File: src/rtl/code_lock_n_if.sv
// Button and display signals of the code lock.
// The bench drives the buttons through the master modport.
// The lock drives the display and status lines through the slave modport.
interface code_lock_n_if;
  logic       clr_in;
  logic       b0_in;
  logic       b1_in;
  logic       sel;
  logic       led_open;
  logic       led_alarm;
  logic [3:0] fail_cnt;
  logic [6:0] digital;

  modport master (
    output clr_in, b0_in, b1_in,
    input  sel, led_open, led_alarm, fail_cnt, digital
  );

  modport slave (
    input  clr_in, b0_in, b1_in,
    output sel, led_open, led_alarm, fail_cnt, digital
  );
endinterface

File: src/rtl/code_lock_n.sv
// Serial code lock.
// The code is entered MSB first with the "0" and "1" buttons, and the clear button discards a partial entry.
// A correct code opens the lock, and the lock relocks after a timeout.
// MAX_TRIES consecutive failed codes put the lock into a timed lockout.
// The display shows the entry position, 'P' while open, or 'E' during lockout.
module code_lock_n #(
  parameter int                  CODE_LEN       = 4,
  parameter logic [CODE_LEN-1:0] CODE           = 4'b1011,
  parameter int                  MAX_TRIES      = 3,
  parameter int                  UNLOCK_CYCLES  = 100,
  parameter int                  LOCKOUT_CYCLES = 200
) (
  input logic           clk,
  input logic           reset,
  code_lock_n_if.slave  bus
);

  localparam int TMAX = (UNLOCK_CYCLES > LOCKOUT_CYCLES) ? UNLOCK_CYCLES : LOCKOUT_CYCLES;
  localparam int TW   = (TMAX > 1) ? $clog2(TMAX) : 1;
  localparam int CW   = (CODE_LEN > 1) ? $clog2(CODE_LEN) : 1;

  localparam logic [CW-1:0] LAST_BIT    = CW'(CODE_LEN - 1);
  localparam logic [TW-1:0] UNLOCK_LAST = TW'((UNLOCK_CYCLES > 0) ? UNLOCK_CYCLES - 1 : 0);
  localparam logic [TW-1:0] LOCK_LAST   = TW'(LOCKOUT_CYCLES - 1);
  localparam logic [3:0]    TRIES_LIMIT = 4'(MAX_TRIES);

  typedef enum logic [1:0] {
    ENTRY   = 2'd0,
    OPEN    = 2'd1,
    LOCKOUT = 2'd2
  } state_t;

  state_t        state, state_next;
  logic [CW-1:0] cnt, cnt_next;
  logic          mismatch, mismatch_next;
  logic [3:0]    fail_cnt, fail_next;
  logic [TW-1:0] timer, timer_next;
  logic [2:0]    prev;
  logic [6:0]    seg;

  logic          clr_press, b0_press, b1_press, bit_press;
  logic          code_bit, bit_bad;
  logic [3:0]    fail_inc;
  logic [2:0]    cnt_disp;

  // A press is a rising level: the button is high now and was low on the previous cycle.
  assign clr_press = bus.clr_in & ~prev[2];
  assign b0_press  = bus.b0_in  & ~prev[1];
  assign b1_press  = bus.b1_in  & ~prev[0];
  assign bit_press = b0_press | b1_press;

  // Both bit buttons pressed together count as one bit that never matches.
  assign code_bit = CODE[LAST_BIT - cnt];
  assign bit_bad  = (b0_press & b1_press) | (b1_press != code_bit);
  assign fail_inc = fail_cnt + 4'd1;
  assign cnt_disp = 3'(cnt);

  // State and datapath registers.
  // The previous-value registers reset to 1 so that a button held through reset does not register as a press.
  always_ff @(posedge clk) begin
    if (reset) begin
      state    <= ENTRY;
      cnt      <= '0;
      mismatch <= 1'b0;
      fail_cnt <= 4'd0;
      timer    <= '0;
      prev     <= 3'b111;
    end else begin
      state    <= state_next;
      cnt      <= cnt_next;
      mismatch <= mismatch_next;
      fail_cnt <= fail_next;
      timer    <= timer_next;
      prev     <= {bus.clr_in, bus.b0_in, bus.b1_in};
    end
  end

  // Next-state logic and the display pattern.
  // Clear takes priority over a bit press in ENTRY.
  // The timer counts only in OPEN and LOCKOUT and is zero at the start of either state.
  always_comb begin
    state_next    = state;
    cnt_next      = cnt;
    mismatch_next = mismatch;
    fail_next     = fail_cnt;
    timer_next    = '0;
    seg           = 7'b0111111;

    case (state)
      ENTRY: begin
        if (clr_press) begin
          cnt_next      = '0;
          mismatch_next = 1'b0;
        end else if (bit_press) begin
          if (cnt == LAST_BIT) begin
            cnt_next      = '0;
            mismatch_next = 1'b0;
            if (!(mismatch | bit_bad)) begin
              state_next = OPEN;
              fail_next  = 4'd0;
            end else begin
              fail_next = fail_inc;
              if (fail_inc == TRIES_LIMIT) state_next = LOCKOUT;
            end
          end else begin
            cnt_next      = cnt + CW'(1);
            mismatch_next = mismatch | bit_bad;
          end
        end
      end
      OPEN: begin
        if (clr_press) begin
          state_next = ENTRY;
        end else if ((UNLOCK_CYCLES != 0) && (timer == UNLOCK_LAST)) begin
          state_next = ENTRY;
        end else if (UNLOCK_CYCLES != 0) begin
          timer_next = timer + TW'(1);
        end
      end
      LOCKOUT: begin
        if (timer == LOCK_LAST) begin
          state_next = ENTRY;
          fail_next  = 4'd0;
        end else begin
          timer_next = timer + TW'(1);
        end
      end
      default: state_next = ENTRY;
    endcase

    case (state)
      ENTRY: begin
        case (cnt_disp)
          3'd0:    seg = 7'b0111111;
          3'd1:    seg = 7'b0000110;
          3'd2:    seg = 7'b1011011;
          3'd3:    seg = 7'b1001111;
          3'd4:    seg = 7'b1100110;
          3'd5:    seg = 7'b1101101;
          3'd6:    seg = 7'b1111101;
          default: seg = 7'b0000111;
        endcase
      end
      OPEN:    seg = 7'b1110011;
      LOCKOUT: seg = 7'b1111001;
      default: seg = 7'b0111111;
    endcase
  end

  assign bus.sel       = 1'b1;
  assign bus.led_open  = (state == OPEN);
  assign bus.led_alarm = (state == LOCKOUT);
  assign bus.fail_cnt  = fail_cnt;
  assign bus.digital   = seg;

endmodule

File: src/flat_wrapper.sv
// flat-port wrapper written by rule: the top's interface ports become plain ports
module code_lock_n_flat 
#(
  parameter int                  CODE_LEN       = 4,
  parameter logic [CODE_LEN-1:0] CODE           = 4'b1011,
  parameter int                  MAX_TRIES      = 3,
  parameter int                  UNLOCK_CYCLES  = 100,
  parameter int                  LOCKOUT_CYCLES = 200
)
  (clk, reset, bus_clr_in, bus_b0_in, bus_b1_in, bus_sel, bus_led_open, bus_led_alarm, bus_fail_cnt, bus_digital);
  code_lock_n_if bus_i ();
  input logic clk;
  input logic reset;
  input wire logic [$bits(bus_i.clr_in)-1:0] bus_clr_in;
  input wire logic [$bits(bus_i.b0_in)-1:0] bus_b0_in;
  input wire logic [$bits(bus_i.b1_in)-1:0] bus_b1_in;
  output wire logic [$bits(bus_i.sel)-1:0] bus_sel;
  output wire logic [$bits(bus_i.led_open)-1:0] bus_led_open;
  output wire logic [$bits(bus_i.led_alarm)-1:0] bus_led_alarm;
  output wire logic [$bits(bus_i.fail_cnt)-1:0] bus_fail_cnt;
  output wire logic [$bits(bus_i.digital)-1:0] bus_digital;
  assign bus_i.clr_in = bus_clr_in;
  assign bus_i.b0_in = bus_b0_in;
  assign bus_i.b1_in = bus_b1_in;
  assign bus_sel = bus_i.sel;
  assign bus_led_open = bus_i.led_open;
  assign bus_led_alarm = bus_i.led_alarm;
  assign bus_fail_cnt = bus_i.fail_cnt;
  assign bus_digital = bus_i.digital;
  code_lock_n #(.CODE_LEN(CODE_LEN), .CODE(CODE), .MAX_TRIES(MAX_TRIES), .UNLOCK_CYCLES(UNLOCK_CYCLES), .LOCKOUT_CYCLES(LOCKOUT_CYCLES)) u_core (.clk(clk), .reset(reset), .bus(bus_i));
endmodule
File: config.mk
export PLATFORM = sky130hd
export DESIGN_NAME = code_lock_n_flat
export DESIGN_NICKNAME = d
export VERILOG_FILES = /design/src/rtl/code_lock_n_if.sv /design/src/rtl/code_lock_n.sv /design/src/flat_wrapper.sv
export SDC_FILE = /design/constraint.sdc
export NUM_CORES = 1
export LEC_CHECK = 0
export ABC_AREA = 0
export CAP_MARGIN = 0
export CELL_PAD_IN_SITES_DETAIL_PLACEMENT = 1
export CELL_PAD_IN_SITES_GLOBAL_PLACEMENT = 1
export CORE_ASPECT_RATIO = 0.75
export CORE_MARGIN = 2
export CORE_UTILIZATION = 39
export DETAILED_ROUTE_END_ITERATION = 8
export MAX_ROUTING_LAYER = met4
export PLACE_DENSITY_LB_ADDON = 0.08
export SLEW_MARGIN = 30
export SYNTH_ARGS = -nofsm -noshare
export SYNTH_HDL_FRONTEND = slang
export SYNTH_SLANG_ARGS = --single-unit
File: constraint.sdc
create_clock -name clk -period 3.7 [get_ports clk]
set_input_delay 0.555 -clock clk [delete_from_list [all_inputs] [get_ports clk]]
set_output_delay 0.555 -clock clk [all_outputs]
set_load 0.005 [all_outputs]
==> results.yml <==
clock_tree:
  clock_path_buffers: 2
  post_cts_buffers: 0
  cts_resized: 0
  clock-sinks: 20
  cts_buffers: 3
  htree_levels: 1
  ctsHoldBuffers: 0
  cts_tree: "yes"
  clock_latency_ns: 0.26
  clk_pin_slew_ns: 0.08
  cts-root-buf: "clkbuf_8"
yosys:
  synthesis.nets: 164
  synth-edff-count: 0
  synthXorXnorAreaFrac_pct: 4.87
  yosys_warnings: 0
  synthMuxAreaShare_pct: 2.39
  synth_top_area_share_pct: 31.8
  synthArstFlopShare_pct: 0
  syn-instance-count: 145
  netlist_area_sq_um: 1260
  synth_top_family_by_area: "simple AND/OR/NAND/NOR gates"
  yosysUniqueCellTypes: 41
  ys.flop_type: "dfxtp_1"
  synth_compound_area_share_pct: 15.1
  ys_ff_latch: 20
  syn_area_per_cell_sq_um: 8.68
  post_synth_fa_ha_maj_area_fraction_pct: 13.9
  synth_simple_gate_area_share_pct: 26.4
  yosysSeqAreaShare_pct: 31.8
  netlist_top_cells_area: "dfxtp_1 (32%), ha_1 (14%), nor2_1 (5.4%)"
  synth_area_leader_cell: "dfxtp_1"
critical_path:
  r2r_end: "u_core.bus.fail_cnt[3]"
  crit_family: "buffers and inverters"
  ff2ff_path_depth: 6
  critPathCapture: "bus_digital[0]"
  reg2reg_from: "u_core.cnt[1]"
  worstSetupEndpointType: "output pin"
  cp.arrival_ns: 2.17
  crit_top_cell: "inv_1"
  crit_start: "u_core.state[0]"
  reg2reg_slack_ns: 1.66
  crit_slowest_cell: "clkdlybuf4s50_1"
  worst-path-buf-inv: 3
  startpoint_type: "flop"
  critPathKind: "reg -> out"
  cp_max_fo: 12
  max_stage_delay_ns: 0.53
  cp_cell_sequence: "inv_1, ha_1, inv_1, o21ai_0, clkdlybuf4s50_1"
  worstSetupPathDepth: 5
  required_ns: 3.14
global_routing:
  grt.total_usage_pct: 18.2
  grt_pass1_vias: 1066
  antenna_found_initial: 0
  grt_pass1_wl_mm: 5.09
  grt_max_degree: 15
  grt-ovfl-total: 0
final_layout:
  final_layout_size_suffix_gt1_share_pct: 11.1
  fillers: 348
  syn_to_final_growth_pct: 20.1
  diodes: 0
  final_util_pct: 50.4
  postLayoutCellArea_sq_um: 1510
  final_nets: 182
place:
  detailed_place_hpwl_mm: 2.43
  gp_congestion: 0.847
  place_area_sq_um: 1460
  portBuffers: 17
power:
  power_density_nw_per_um2: 291
  irDropWorstVdd_mv: 0.145
  p_leak_nw: 0.584
routing:
  drt_iter0_markers: 29
  drc_errors: 0
  wl_mm: 3.10
  via_per_inst: 5.42
  vias: 1084
  wl_per_cell_microns: 15.5
  ant_nets: 0
  firstDrtPassIters: 4
timing:
  finalCritPeriodShare_pct: 73.5
  fin_tns_setup_ns: 0
  finalCriticalPeriod_ns: 2.72
  skew_ns: 0.00237
  fmax_ghz: 0.368
  setup_violations: 0
  worstMarginPinSlew_ns: 0.511
  rsz0062_at_grt: "no"
  max_slew_margin_pct: 65.8
  drv_slew: 0
  report.final.hold_viol_count: 0
floorplan:
  die_w_microns: 69.6
  die_area_sq_um: 3700
  core_sq_um: 3000
  die_y_microns: 53.2
  ios: 19
  initial_core_util_pct: 42.0
  rows: 17
status:
  status: "complete, no violations"
flow_run:
  cap_violations: 0
worst_hold_path:
  hold_class: "reg -> reg"
cells in the mapped netlist (2+ instances only):
master and instances:
xor2_1 4, inv_1 12, and3_1 2, nand4_1 2, xnor2_1 3, nor2b_2 2
or3_1 4, nand2b_1 3, dfxtp_1 20, nand2_1 10, nor2_1 18, ha_1 14
nor3b_1 2, nand3_1 4, o21ai_0 5, a32o_2 2, mux2i_1 3, clkbuf_1 2
o21ai_1 2, a21oi_1 6, or2_2 4, nor4b_1 2
power by group:
part	leakage, nW	internal [mW]	total (mW)	switching (mW)
logic	0.392	0.0226	0.0447	0.0221
registers	0.162	0.219	0.222	0.00352
clock network	0.0288	0.0949	0.172	0.0774
worst register-to-register path, delay by kind of cell, from the launching register on:
kind,cells,cell delay (ns)
flip-flops,1,0.41
AO/OA/AOI/OAI,3,0.68
AND/OR/NAND/NOR,1,0.50
buffers and inverters,1,0.11
adder cells (fa/ha/maj),1,0.25
per-layer routing:
| metal | global-route usage (%) | up-vias | share of wire (%) |
|---|---|---|---|
| met5 | - | - | 0 |
| met4 | 3.92 | 0 | 0.26 |
| met3 | 4.19 | 2 | 3.4 |
| met2 | 30.3 | 19 | 44 |
| met1 | 23.1 | 533 | 53 |
| li1 | - | 530 | - |
through the flow:
stage                     cells  worst slack, ns  total power, mW  hold slack, ns
after floorplan             145             1.87            0.252           0.426
after global placement      196             1.27            0.270           0.438
after detailed placement    196             1.29            0.272           0.479
after CTS                   200            0.983            0.449           0.495
after global routing        200            0.823            0.460           0.509
final                       200            0.980            0.439           0.487
logic make-up (layout without fill, tap and decap cells):
logic type / after synthesis / count (layout)
and+or+nand+nor: 60 / 60
AOI/OAI and AO/OA: 24 / 24
DFF: 20 / 20
buffers and inverters: 16 / 33
adders and majority gates: 14 / 14
xor gates and xnor gates: 7 / 7
muxes: 3 / 3
other: 1 / 1
worst min-delay path by stage:
| stage | startpoint | end | slack, ns | depth (start not counted) |
|---|---|---|---|---|
| finish | u_core.timer[0] | u_core.timer[0] | 0.49 | 1 |
| global route | u_core.timer[0] | u_core.timer[0] | 0.51 | 1 |
| CTS | u_core.timer[0] | u_core.timer[0] | 0.49 | 1 |
| detailed placement | u_core.timer[0] | u_core.timer[0] | 0.48 | 1 |
| global placement | u_core.timer[0] | u_core.timer[0] | 0.44 | 1 |
| floorplan | u_core.timer[0] | u_core.timer[0] | 0.43 | 1 |
final cells by class:
cell class	count	area [sq um]	share of cell area, %
timing repair buffer	17	170	11.3
sequential	20	400	26.5
inverter	12	45.0	2.98
tap	38	47.5	3.15
clock buffer	4	55.1	3.64
multi-input combinational	109	793	52.5
flip-flops by register name, summed over array words and instances, names as in the netlist:
register and count:
u_core.bus.fail_cnt 4, u_core.prev 3, u_core.cnt 2, u_core.mismatch 1, u_core.timer 8, u_core.state 2
layout by cell type, fill, tap and decap left out, types with 2 or more instances in the layout:
| master | synthesis | routed |
|---|---|---|
| a21oi_1 | 6 | 6 |
| a32o_2 | 2 | 2 |
| and3_1 | 2 | 2 |
| clkbuf_8 | 0 | 4 |
| clkdlybuf4s50_1 | 0 | 17 |
| dfxtp_1 | 20 | 20 |
| ha_1 | 14 | 14 |
| inv_1 | 12 | 12 |
| mux2i_1 | 3 | 3 |
| nand2_1 | 10 | 10 |
| nand2b_1 | 3 | 3 |
| nand3_1 | 4 | 4 |
| nand4_1 | 2 | 2 |
| nor2_1 | 18 | 18 |
| nor2b_2 | 2 | 2 |
| nor3b_1 | 2 | 2 |
| nor4b_1 | 2 | 2 |
| o21ai_0 | 5 | 5 |
| o21ai_1 | 2 | 2 |
| or2_2 | 4 | 4 |
| or3_1 | 4 | 4 |
| xnor2_1 | 3 | 3 |
| xor2_1 | 4 | 4 |
No activity file was read; power rests on OpenSTA's default activity.
